**src/rtl/dmem_arbiter.sv**
```systemverilog
// Two-requester arbiter (CPU MEM stage vs. peripheral master) for one single-port synchronous RAM.
// Optional macro DMEM_ARB_CPU_PRIO_EN: CPU fixed priority with bounded dev starvation instead of round-robin.
module dmem_arbiter #(
  parameter int AW       = 32,
  parameter int DW       = 32,
  parameter int MAX_WAIT = 4
) (
  input  logic          clk,
  input  logic          rst,
  input  logic          cpu_req,
  input  logic          cpu_we,
  input  logic [AW-1:0] cpu_addr,
  input  logic [DW-1:0] cpu_wdata,
  output logic          cpu_stall,
  output logic          cpu_rvalid,
  output logic [DW-1:0] cpu_rdata,
  input  logic          dev_req,
  input  logic          dev_we,
  input  logic [AW-1:0] dev_addr,
  input  logic [DW-1:0] dev_wdata,
  output logic          dev_gnt,
  output logic          dev_rvalid,
  output logic [DW-1:0] dev_rdata,
  output logic          mem_en,
  output logic          mem_we,
  output logic [AW-3:0] mem_addr,
  output logic [DW-1:0] mem_wdata,
  input  logic [DW-1:0] mem_rdata
);

  logic          w_dev_wins;
  logic          w_cpu_gnt;
  logic          w_dev_gnt;
  logic          w_unused;
  logic          r_rpend;
  logic          r_rsel;
  logic [DW-1:0] r_cpu_rdata;
  logic [DW-1:0] r_dev_rdata;

  // Byte-offset bits never reach the word-addressed RAM.
  assign w_unused = &{1'b0, cpu_addr[1:0], dev_addr[1:0]};

`ifdef DMEM_ARB_CPU_PRIO_EN
  localparam int CW = $clog2(MAX_WAIT + 1);
  logic [CW-1:0] r_wait;

  // Dev only beats the CPU once it has been denied MAX_WAIT cycles in a row.
  assign w_dev_wins = (r_wait >= CW'(MAX_WAIT));

  always_ff @(posedge clk) begin
    if (rst)
      r_wait <= '0;
    else if (dev_req && !w_dev_gnt)
      r_wait <= (r_wait >= CW'(MAX_WAIT)) ? r_wait : r_wait + CW'(1);
    else
      r_wait <= '0;
  end
`else
  localparam int UNUSED_MAX_WAIT = MAX_WAIT;
  logic r_last_grant;

  // Round-robin: on conflict the requester not recorded as last winner goes next.
  assign w_dev_wins = ~r_last_grant;

  always_ff @(posedge clk) begin
    if (rst)
      r_last_grant <= 1'b1;
    else if (w_cpu_gnt || w_dev_gnt)
      r_last_grant <= w_dev_gnt;
  end
`endif

  assign w_cpu_gnt = ~rst & cpu_req & (~dev_req | ~w_dev_wins);
  assign w_dev_gnt = ~rst & dev_req & (~cpu_req |  w_dev_wins);

  assign cpu_stall = ~rst & cpu_req & ~w_cpu_gnt;
  assign dev_gnt   = w_dev_gnt;

  assign mem_en    = w_cpu_gnt | w_dev_gnt;
  assign mem_we    = w_dev_gnt ? dev_we : (w_cpu_gnt & cpu_we);
  assign mem_addr  = w_dev_gnt ? dev_addr[AW-1:2] : cpu_addr[AW-1:2];
  assign mem_wdata = w_dev_gnt ? dev_wdata : cpu_wdata;

  always_ff @(posedge clk) begin
    if (rst) begin
      r_rpend <= 1'b0;
      r_rsel  <= 1'b0;
    end else begin
      r_rpend <= mem_en & ~mem_we;
      r_rsel  <= w_dev_gnt;
    end
  end

  // Gated with rst so a read granted just before reset never returns.
  assign cpu_rvalid = ~rst & r_rpend & ~r_rsel;
  assign dev_rvalid = ~rst & r_rpend &  r_rsel;

  always_ff @(posedge clk) begin
    if (rst) begin
      r_cpu_rdata <= '0;
      r_dev_rdata <= '0;
    end else begin
      if (cpu_rvalid) r_cpu_rdata <= mem_rdata;
      if (dev_rvalid) r_dev_rdata <= mem_rdata;
    end
  end

  assign cpu_rdata = rst ? '0 : (cpu_rvalid ? mem_rdata : r_cpu_rdata);
  assign dev_rdata = rst ? '0 : (dev_rvalid ? mem_rdata : r_dev_rdata);

endmodule

```
**config.mk**
```make
export PLATFORM = sky130hd
export DESIGN_NAME = dmem_arbiter
export DESIGN_NICKNAME = d
export VERILOG_FILES = /design/src/rtl/dmem_arbiter.sv
export SDC_FILE = /design/constraint.sdc
export NUM_CORES = 1
export LEC_CHECK = 0
export BUFFER_PORTS_ARGS = -buffer_cell sky130_fd_sc_hd__buf_2
export CORE_AREA = 2 2 117 119
export DETAILED_ROUTE_END_ITERATION = 10
export DIE_AREA = 0 0 119 121
export GPL_TIMING_DRIVEN = 0
export PLACE_DENSITY = 0.54
export SETUP_SLACK_MARGIN = 0.5
export SYNTH_ARGS = -nofsm -noshare
export SYNTH_HDL_FRONTEND = slang
export SYNTH_SLANG_ARGS = --single-unit
```
**constraint.sdc**
```tcl
create_clock -name clk -period 2.48 [get_ports clk]
set_input_delay 0.62 -clock clk [delete_from_list [all_inputs] [get_ports clk]]
set_output_delay 0.62 -clock clk [all_outputs]
set_load 0.05 [all_outputs]
```
==> qor.csv, run 1 <==
stage,metric,value,unit
logic_synthesis,avgSynthCellArea,8.462,µm²
worst_setup_path,cpLargestDelayFamily,buffers and inverters,
timing,worst_pin_slew,259.4,ps
timing,fin_tns_setup,-93.13,ps
placed_design,place_ws,-216.4,ps
power,p_sw,1.441,mW
logic_synthesis,synth_nets,537,
worst_setup_path,critPathLaunchType,input pin,
die,coreArea,13090,µm²
worst_setup_path,crit_path_max_incr_delay,300,ps
placed_design,port_buffers,293,
timing,fin_crit_sh,1.010,
detailed_routing,drt-vias-per-instance,4.708,
timing,max_freq,0.3991,GHz
logic_synthesis,synth_cells,371,
timing,finalHoldViolCount,0,
cts,clock_sinks,67,
timing,relSlewSlack,0.8256,
status,outcome,finished with violations,
detailed_routing,drcViolationCount,0,
final_layout,fin_nets,934,
worst_setup_path,crit_path_end_kind,output pin,
logic_synthesis,yosys.area_share.simple,0.1889,
detailed_routing,vias,4482,
power,p_int,2.631,mW
worst_setup_path,reg2reg_from,r_rpend$_SDFF_PP0_,
placed_design,placed_area,5914,µm²
timing,fin_ws,-25.50,ps
run,maxCapViolCount,0,
die,start_util,0.2399,
detailed_routing,drt_iter0_markers,187,
worst_setup_path,crit_buf_inv,5,
final_layout,areaGrowthSynthToFinish,198.6,%
worst_setup_path,crit_arrival,1890,ps
worst_setup_path,critPathRequiredTime,1860,ps
die,row_count,42,
cts,clock-root-buffer,clkbuf_16,
die,die-area,14400,µm²
worst_setup_path,crit_type,input pin to output pin,
worst_hold_path,holdCritStartpoint,r_cpu_rdata[28]$_DFF_P_,
cts,cts_made_buffers,9,
final_layout,final_common_cell,buf_2,
final_layout,final_util,0.7163,
timing,fin_crit,2505,ps
cts,worstSkewPairLatency,340,ps
logic_synthesis,synth_seq_cells,67,
logic_synthesis,synthMuxAreaShare,0.2224,
global_route,antenna_found_initial,1,
final_layout,final_area,9373,µm²
final_layout,final_cell_mix,"buf_2, buf_6, a21oi_4",
detailed_routing,wl,21060,µm
worst_setup_path,crit_chain,"buf_8, a21bo_4, nor2_8, buf_12, buf_12, clkbuf_16, mux2_4, buf_6",
worst_hold_path,min_path_type,flip-flop to flip-flop,
logic_synthesis,synth-compound-area-share,0.1108,
die,ios,298,
worst_hold_path,min_to,r_cpu_rdata[28]$_DFF_P_,
power,comb_power_share,0.417,
worst_setup_path,r2r_cells,8,
logic_synthesis,synth_area_leaders,"dfxtp_1, mux2_2, nand2_1",
worst_setup_path,rrSetupSlack,1060,ps
cts,cts_tree,built,
detailed_routing,first_pass_iters,4,
worst_hold_path,whs_path_depth,2,
global_route,grt_pass1_wl,27370,µm
cts,cts_buffer_depth,2,
power,p_leak,4.373,nW
global_route,grt_max_degree,12,
cts,htree_levels,3,
die,fp.dieH,121,µm
placed_design,dp_hpwl,13400,µm
final_layout,multi_input_area,3193,µm²
logic_synthesis,synth-xor-area-share,0,
worst_setup_path,worst_path_max_delay_cell,mux2_4,
global_route,grt_overflow,0,
timing,finalSetupViolCount,6,
detailed_routing,postRouteAntennaNets,0,
logic_synthesis,synth_area_leader_cell,dfxtp_1,
power,power.total,4.071,mW
final_layout,drive_gt1_frac,0.8409,
status,violations,negative setup slack,
logic_synthesis,yosys.area_share.adder,0,
global_route,grt_pass1_vias,4526,
logic_synthesis,syn-cell-area,3139,µm²
timing,rsz0062_at_grt,yes,
logic_synthesis,synth_top_family_by_area,multiplexers,
power,seq_power_share,0.277,
power,power_density,434.4,nW/µm²
worst_setup_path,crit_fanout,5,
logic_synthesis,yosysTopAreaCellShare,0.4273,
die,die_x,119,µm
final_layout,seq_area,1350,µm²
logic_synthesis,seq_area_frac_synth,0.4273,
logic_synthesis,synthDistinctLibCells,19,
placed_design,gp_congestion,0.8167,
global_route,track_usage,0.2584,
worst_setup_path,reg2reg_to,r_dev_rdata[6]$_DFF_P_,
cts,clkTransAtPathRegs,50,ps
timing,slew_viol_final,0,
detailed_routing,wire_per_inst,22.12,µm
logic_synthesis,yosys_warnings,0,
power,p_clk_frac,0.306,
worst_setup_path,crit_top_cell,buf_12,
power,p_sw_frac,0.3539,
timing,skew,6.711,ps
power,vdd_drop_max,332.6,µV
final_layout,fill_cells,831,
## tightest hold or removal path, delay by kind of cell (launching register included)
family | cells | cell delay [ps]
and+or+nand+nor | 1 | 70
DFF | 1 | 300
AOI/OAI and AO/OA | 1 | 60
## how the worst max path moves through the flow
stage | from | end | depth (start not counted)
4_1_cts | cpu_req | mem_wdata[29] | 8
2_1_floorplan | dev_req | mem_wdata[22] | 4
5_1_grt | cpu_req | mem_wdata[26] | 8
3_5_place_dp | cpu_req | mem_addr[1] | 6
6_report | cpu_req | mem_wdata[26] | 8
3_3_place_gp | cpu_req | mem_addr[1] | 6
## state kept, by name (all words and copies together), names as in the netlist
register	count
r_cpu_rdata	32
r_last_grant	1
r_dev_rdata	32
r_rpend	1
r_rsel	1
## power by group through the flow
stage | Combinational (mW) | Clock [mW] | Sequential, mW
4_1_cts | 1.59 | 1.24 | 1.12
3_3_place_gp | 1.10 | 0 | 1.14
2_1_floorplan | 0.794 | 0 | 1.14
5_1_grt | 1.75 | 1.30 | 1.13
3_5_place_dp | 1.11 | 0 | 1.15
6_report | 1.70 | 1.24 | 1.13
## per-layer routing
metal / global-route usage / vias up / share of wire / wire length [µm]
li1: - / 2043 / - / -
met1: 0.2813 / 2186 / 0.37 / 7691
met2: 0.4835 / 220 / 0.54 / 11420
met3: 0.07190 / 33 / 0.068 / 1428
met4: 0.08036 / 0 / 0.025 / 520
met5: 0 / - / 0 / 0
## synth_stat cells, drive strengths merged
cell type    n
and2         1
clkbuf      15
dfxtp       67
nor2b        1
nand3        3
a21bo        1
a21oi       65
o21ai        1
o31ai        1
nand2      130
nand2b       3
and3b        1
nor2         5
mux2        62
nor3b        2
buf         13
## timing repair
| action | CTS | global route |
|---|---|---|
| setup endpoints to repair | 132 | 132 |
| resized for setup | 536 | 78 |
| cloned | 9 | 5 |
| endpoints found under the hold margin | 0 | 0 |
| pin swaps | 92 | 63 |
| setup buffers | 56 | 23 |
| hold buffers | 0 | 0 |
## logic make-up after synthesis
logic type	after synthesis
muxes	62
buffers and inverters	28
AOI/OAI and AO/OA	68
DFF	67
and+or+nand+nor	146
## cell type report
cell class,instances,area share
flip-flops and latches,67,0.1440
multi-input cells,276,0.3407
repair buffers,386,0.4029
diodes,3,0.0008010
clock buffers,12,0.02737
well taps,176,0.02349
plain buffers,28,0.05807
clock inverters,4,0.002670
## through the flow
stage                     instances  hold WS [ps]
final                           952         480.2
after global routing            949         486.2
after CTS                       921         480.3
after detailed placement        840         478.3
after global placement          840         472.2
after floorplan                 371         514.3
Power figures use the tool's default switching activity.
==> run 2: changes to the inputs <==
CORE_AREA = 2 2 116 118   (was 2 2 117 119)
CTS_CLUSTER_SIZE = 14   (was default)
DIE_AREA = 0 0 118 120   (was 0 0 119 121)
clock period = 2.9 ns   (was 2.48 ns; I/O delays follow)
==> qor.csv, run 2 (synthesis results as in run 1) <==
stage,metric,value,unit,change
die,fp.dieH,120,µm,-0.83%
final_layout,stdcell_count,873,,-8.3%
final_layout,drive_gt1_frac,0.6968,,-0.1440
timing,relSlewSlack,0.8348,,+0.009235
timing,finalSetupViolCount,0,,-6
final_layout,fill_cells,1184,,+42%
global_route,grt_overflow,0,,unchanged
timing,worst_pin_slew,245.6,ps,-13.74 ps
worst_setup_path,crit_chain,"buf_8, a21bo_4, nor2_8, buf_12, buf_12, mux2_4, buf_6",,
worst_setup_path,cpLargestDelayFamily,buffers and inverters,,
final_layout,final_util,0.5234,,-0.1929
timing,max_freq,0.3738,GHz,
cts,worstSkewPairLatency,330,ps,about the same
detailed_routing,postRouteAntennaNets,0,,unchanged
timing,fin_crit_sh,0.9225,,
power,power.total,3.232,mW,-21%
detailed_routing,wire_per_inst,17.26,µm,-22%
detailed_routing,drt_iter0_markers,96,,-49%
die,start_util,0.2419,,+0.001943
cts,cts_buffer_depth,2,,unchanged
detailed_routing,drt-vias-per-instance,4.431,,-5.9%
placed_design,port_buffers,293,,unchanged
die,die_x,118,µm,-0.84%
timing,slew_viol_final,0,,unchanged
worst_setup_path,crit_path_end_kind,output pin,,
die,coreArea,12980,µm²,-0.80%
cts,clock_sinks,67,,unchanged
worst_setup_path,crit_arrival,1950,ps,+60 ps
global_route,grt_max_degree,13,,+1
detailed_routing,vias,3868,,-14%
placed_design,placedCellCount,840,,unchanged
status,outcome,"finished, final reports clean",,
final_layout,final_cell_mix,"buf_2, nand2_1, buf_6",,
placed_design,gp_congestion,0.9212,,+13%
die,row_count,42,,unchanged
cts,htree_levels,3,,unchanged
timing,rsz0062_at_grt,yes,,
cts,clkTransAtPathRegs,50,ps,about the same
detailed_routing,drcViolationCount,0,,unchanged
final_layout,largestRegisters,"r_cpu_rdata x32, r_dev_rdata x32",,
run,maxCapViolCount,0,,unchanged
global_route,grt_pass1_vias,3921,,-13%
die,die-area,14160,µm²,-1.7%
placed_design,dp_hpwl,11480,µm,-14%
worst_setup_path,critPathRequiredTime,2170,ps,+310 ps
timing,fin_crit,2675,ps,
detailed_routing,wl,15070,µm,-28%
worst_setup_path,crit_type,input pin to output pin,,
global_route,antenna_found_initial,0,,-1
worst_setup_path,worst_path_max_delay_cell,mux2_4,,
power,power_density,475.8,nW/µm²,+9.5%
worst_hold_path,min_path_type,flip-flop to flip-flop,,
worst_setup_path,crit_top_cell,buf_12,,
worst_setup_path,crit_fanout,10,,+5
timing,finalHoldViolCount,0,,unchanged
global_route,track_usage,0.2022,,-0.05619
power,p_leak,3.081,nW,-30%
cts,cts_made_buffers,9,,unchanged
final_layout,fin_nets,857,,-8.2%
cts,cts_tree,built,,
final_layout,final_common_cell,buf_2,,
worst_setup_path,crit_path_max_incr_delay,320,ps,+20 ps
worst_setup_path,critPathLaunchType,input pin,,
cts,clock-root-buffer,clkbuf_16,,
die,ios,298,,unchanged
final_layout,areaGrowthSynthToFinish,116.4,%,
power,vdd_drop_max,439.5,µV,+32%
detailed_routing,first_pass_iters,4,,unchanged
timing,skew,5.659,ps,-1.052 ps
global_route,grt_pass1_wl,22020,µm,-20%
worst_setup_path,crit_buf_inv,4,,-1
-- run 2: cell types whose count changed in the layout (fill, tap and decap cells not counted), sizes merged --
cell,before,now
clkbuf,27,25
clkinv,2,0
bufinv,0,2
diode,3,1
inv,0,1
nor2,5,6
buf,399,322
-- run 2: report_power, final --
group / internal, mW / switching, mW
clock: 0.802 / 0.404
sequential: 0.950 / 0.0106
combinational: 0.449 / 0.616
total: 2.20 / 1.03
-- run 2: through the flow --
| step | hold WS (ps) | cell area [µm²] | setup TNS [ps] | worst slack, ps |
|---|---|---|---|---|
| 6_report | 464.4 | 6794 | 0 | 224.8 |
| 5_1_grt | 476.2 | 6792 | 0 | 205.9 |
| 4_1_cts | 460.0 | 6530 | 0 | 225.2 |
| 3_5_place_dp | 448.7 | 5109 | -29.82 | -18.02 |
| 3_3_place_gp | 443.7 | 5109 | 0 | 9.226 |
| 2_1_floorplan | 515.0 | 3422 | 0 | 279.6 |
-- run 2: final cells by class --
cell class	count	area [µm²]	share of cell area
plain buffers	28	360.3	0.05304
diodes	1	2.502	0.0003683
multi-input cells	277	2143	0.3155
clock buffers	11	252.7	0.03720
flip-flops and latches	67	1349	0.1985
well taps	176	220.2	0.03241
repair buffers	308	2382	0.3506
clock inverters	5	83.83	0.01234
-- run 2: worst reg2reg max path: stages (launching register included) --
cell	delay (ps)
dfxtp_4	360
nor2b_1	130
buf_4	160
buf_6	150
nand2_1	70
a21oi_2	180
buf_4	130
-- run 2: timing repair --
action | in CTS | in global routing
gates cloned | 3 | 0
setup buffers | 12 | 1
setup endpoints to repair | 132 | 129
pin swaps | 3 | 3
resized for setup | 300 | 79
hold buffers | 0 | 0
-- run 2: path summary, 6_finish.rpt --
| path | from | endpoint | slack (ps) | cells after the start |
|---|---|---|---|---|
| setup / recovery | cpu_req | mem_addr[10] | 220 | 7 |
| hold / removal | r_cpu_rdata[31]$_DFF_P_ | r_cpu_rdata[31]$_DFF_P_ | 460 | 2 |
| setup reg to reg | r_rpend$_SDFF_PP0_ | r_cpu_rdata[1]$_DFF_P_ | 1660 | 6 |
| hold reg to reg | r_cpu_rdata[31]$_DFF_P_ | r_cpu_rdata[31]$_DFF_P_ | 460 | 2 |
-- run 2: layer usage --
metal	vias up	GRT usage	part of all wire	routed length [µm]
li1	1883	-	-	-
met1	1802	0.2428	0.41	6177
met2	165	0.3412	0.49	7398
met3	18	0.06369	0.077	1158
met4	0	0.07003	0.022	333
met5	-	0	0	0
==> run 3: changes to the inputs <==
SETUP_SLACK_MARGIN = default   (was 0.5)
==> qor.csv, run 3 (synthesis results as in run 1) <==
stage,metric,value,unit,change
worst_hold_path,min_to,r_dev_rdata[20]$_DFF_P_,,
power,comb_power_share,0.286,,-0.044
timing,relSlewSlack,0.6348,,-0.2000
cts,worstSkewPairLatency,320,ps,about the same
placed_design,place_ws,-48.61,ps,-30.59 ps
final_layout,areaGrowthSynthToFinish,67.08,%,
timing,max_freq,0.3529,GHz,-5.6%
timing,timing.hold.ws,455.4,ps,-9.045 ps
power,p_int,1.914,mW,-13%
cts,cts_tree,built,,
global_route,antenna_found_initial,7,,+7
worst_setup_path,reg2reg_from,r_rsel$_SDFF_PP0_,,
worst_setup_path,r2r_cells,5,,-1
detailed_routing,postRouteAntennaNets,0,,unchanged
power,p_leak,2.555,nW,-17%
power,p_clk_frac,0.383,,+0.010
placed_design,dp_hpwl,14520,µm,+27%
final_layout,fin_nets,845,,-1.4%
detailed_routing,wire_per_inst,19.81,µm,+15%
global_route,grt_pass1_vias,3844,,-2.0%
worst_setup_path,crit_arrival,2110,ps,+160 ps
timing,rsz0062_at_grt,no,,
die,die_x,118,µm,unchanged
power,p_sw_frac,0.3408,,+0.02186
worst_setup_path,rrSetupSlack,1440,ps,-220 ps
timing,fin_ws,66.41,ps,-158.4 ps
global_route,track_usage,0.2316,,+0.02945
cts,cts.hold.buffers_added,0,,unchanged
final_layout,seq_area,1341,µm²,-0.56%
cts,clkTransAtPathRegs,50,ps,about the same
cts,htree_levels,3,,unchanged
detailed_routing,drt-vias-per-instance,4.462,,+0.71%
final_layout,drive_gt1_frac,0.5775,,-0.1194
timing,skew,3.672,ps,-1.987 ps
final_layout,final_common_cell,buf_2,,
placed_design,gp_congestion,0.8722,,-5.3%
detailed_routing,first_pass_iters,5,,+1
power,p_sw,0.9894,mW,-4.0%
cts,clock-root-buffer,clkbuf_16,,
die,die-area,14160,µm²,unchanged
power,seq_power_share,0.331,,+0.034
timing,finalSetupViolCount,0,,unchanged
detailed_routing,drt_iter0_markers,196,,+100%
die,coreArea,12980,µm²,unchanged
worst_hold_path,whs_path_depth,2,,unchanged
die,ios,298,,unchanged
cts,cts_buffer_depth,2,,unchanged
die,fp.dieH,120,µm,unchanged
worst_setup_path,critPathRequiredTime,2170,ps,about the same
cts,clock_sinks,67,,unchanged
global_route,grt_pass1_wl,23760,µm,+7.9%
run,maxCapViolCount,0,,unchanged
worst_setup_path,critPathLaunchType,input pin,,
cts,cts_made_buffers,9,,unchanged
die,start_util,0.2419,,unchanged
detailed_routing,vias,3851,,-0.44%
timing,slew_viol_final,0,,unchanged
worst_setup_path,crit_fanout,6,,-4
timing,finalHoldViolCount,0,,unchanged
final_layout,fill_cells,1398,,+18%
detailed_routing,drcViolationCount,0,,unchanged
power,power_density,553.5,nW/µm²,+16%
timing,worst_pin_slew,547.7,ps,+302.1 ps
worst_setup_path,crit_type,input pin to output pin,,
final_layout,multi_input_area,1667,µm²,-22%
worst_setup_path,crit_path_end_kind,output pin,,
power,vdd_drop_max,256.1,µV,-42%
worst_setup_path,reg2reg_to,r_dev_rdata[0]$_DFF_P_,,
timing,fin_crit_sh,0.9771,,+0.05462
worst_hold_path,holdCritStartpoint,r_dev_rdata[20]$_DFF_P_,,
global_route,grt_overflow,0,,unchanged
global_route,grt_max_degree,12,,-1
final_layout,largestRegisters,"r_cpu_rdata x32, r_dev_rdata x32",,
timing,fin_crit,2834,ps,+158.4 ps
placed_design,port_buffers,293,,unchanged
status,outcome,"finished, final reports clean",,
final_layout,final_cell_mix,"buf_2, nand2_1, dfxtp_1",,
detailed_routing,wl,17100,µm,+13%
worst_hold_path,min_path_type,flip-flop to flip-flop,,
die,row_count,42,,unchanged
run 3: repair_timing:
item	4_1_cts	5_1_grt
cloned	0	2
gates resized for setup	8	20
pin swaps	1	2
endpoints found under the setup margin	11	70
buffers inserted	2	0
run 3: worst max-delay path, stage by stage:
cell and delay, ps:
buf_2 140, a21bo_4 270, nor2_4 240, buf_8 160, mux2_2 350, clkbuf_4 220
run 3: final cells by class:
class / instances / area share
Sequential cell: 67 / 0.2557
Timing Repair Buffer: 296 / 0.2913
Tap cell: 176 / 0.04198
Multi-Input combinational cell: 277 / 0.3177
Clock inverter: 4 / 0.009303
Buffer: 28 / 0.03364
Antenna cell: 3 / 0.001431
Clock buffer: 12 / 0.04890
run 3: through the flow:
step	cells	util	total power [mW]	area, µm²	setup TNS (ps)
3_5_place_dp	840	0.3726	1.793	4836	-104.9
6_report	863	0.4041	2.903	5245	0
3_3_place_gp	840	0.3726	1.785	4836	-23.22
5_1_grt	860	0.4035	3.018	5238	0
2_1_floorplan	371	-	1.511	3149	0
4_1_cts	858	0.3990	2.923	5179	0
run 3: how the worst max path moves through the flow:
stage | cells past startpoint | slack (ps) | end | startpoint
after floorplan | 3 | 280 | dev_rdata[22] | rst
after global placement | 6 | -20 | mem_wdata[11] | cpu_req
after detailed placement | 6 | -50 | mem_wdata[11] | cpu_req
after CTS | 6 | 3 | mem_addr[1] | cpu_req
after global routing | 5 | 8 | dev_rdata[26] | rst
final | 6 | 70 | mem_addr[1] | cpu_req
run 3: per-layer routing:
| metal | up-vias | global-route usage | wire [µm] |
|---|---|---|---|
| met5 | - | 0 | 30 |
| met2 | 174 | 0.3852 | 8214 |
| li1 | 1858 | - | - |
| met3 | 16 | 0.09078 | 1506 |
| met4 | 6 | 0.07229 | 337 |
| met1 | 1797 | 0.2750 | 7011 |
run 3: power groups by stage:
stage	combinational, mW	clock [mW]	sequential [mW]
6_report	0.831	1.11	0.960
5_1_grt	0.864	1.19	0.963
3_3_place_gp	0.807	0	0.979
3_5_place_dp	0.813	0	0.980
4_1_cts	0.823	1.14	0.960
2_1_floorplan	0.533	0	0.978
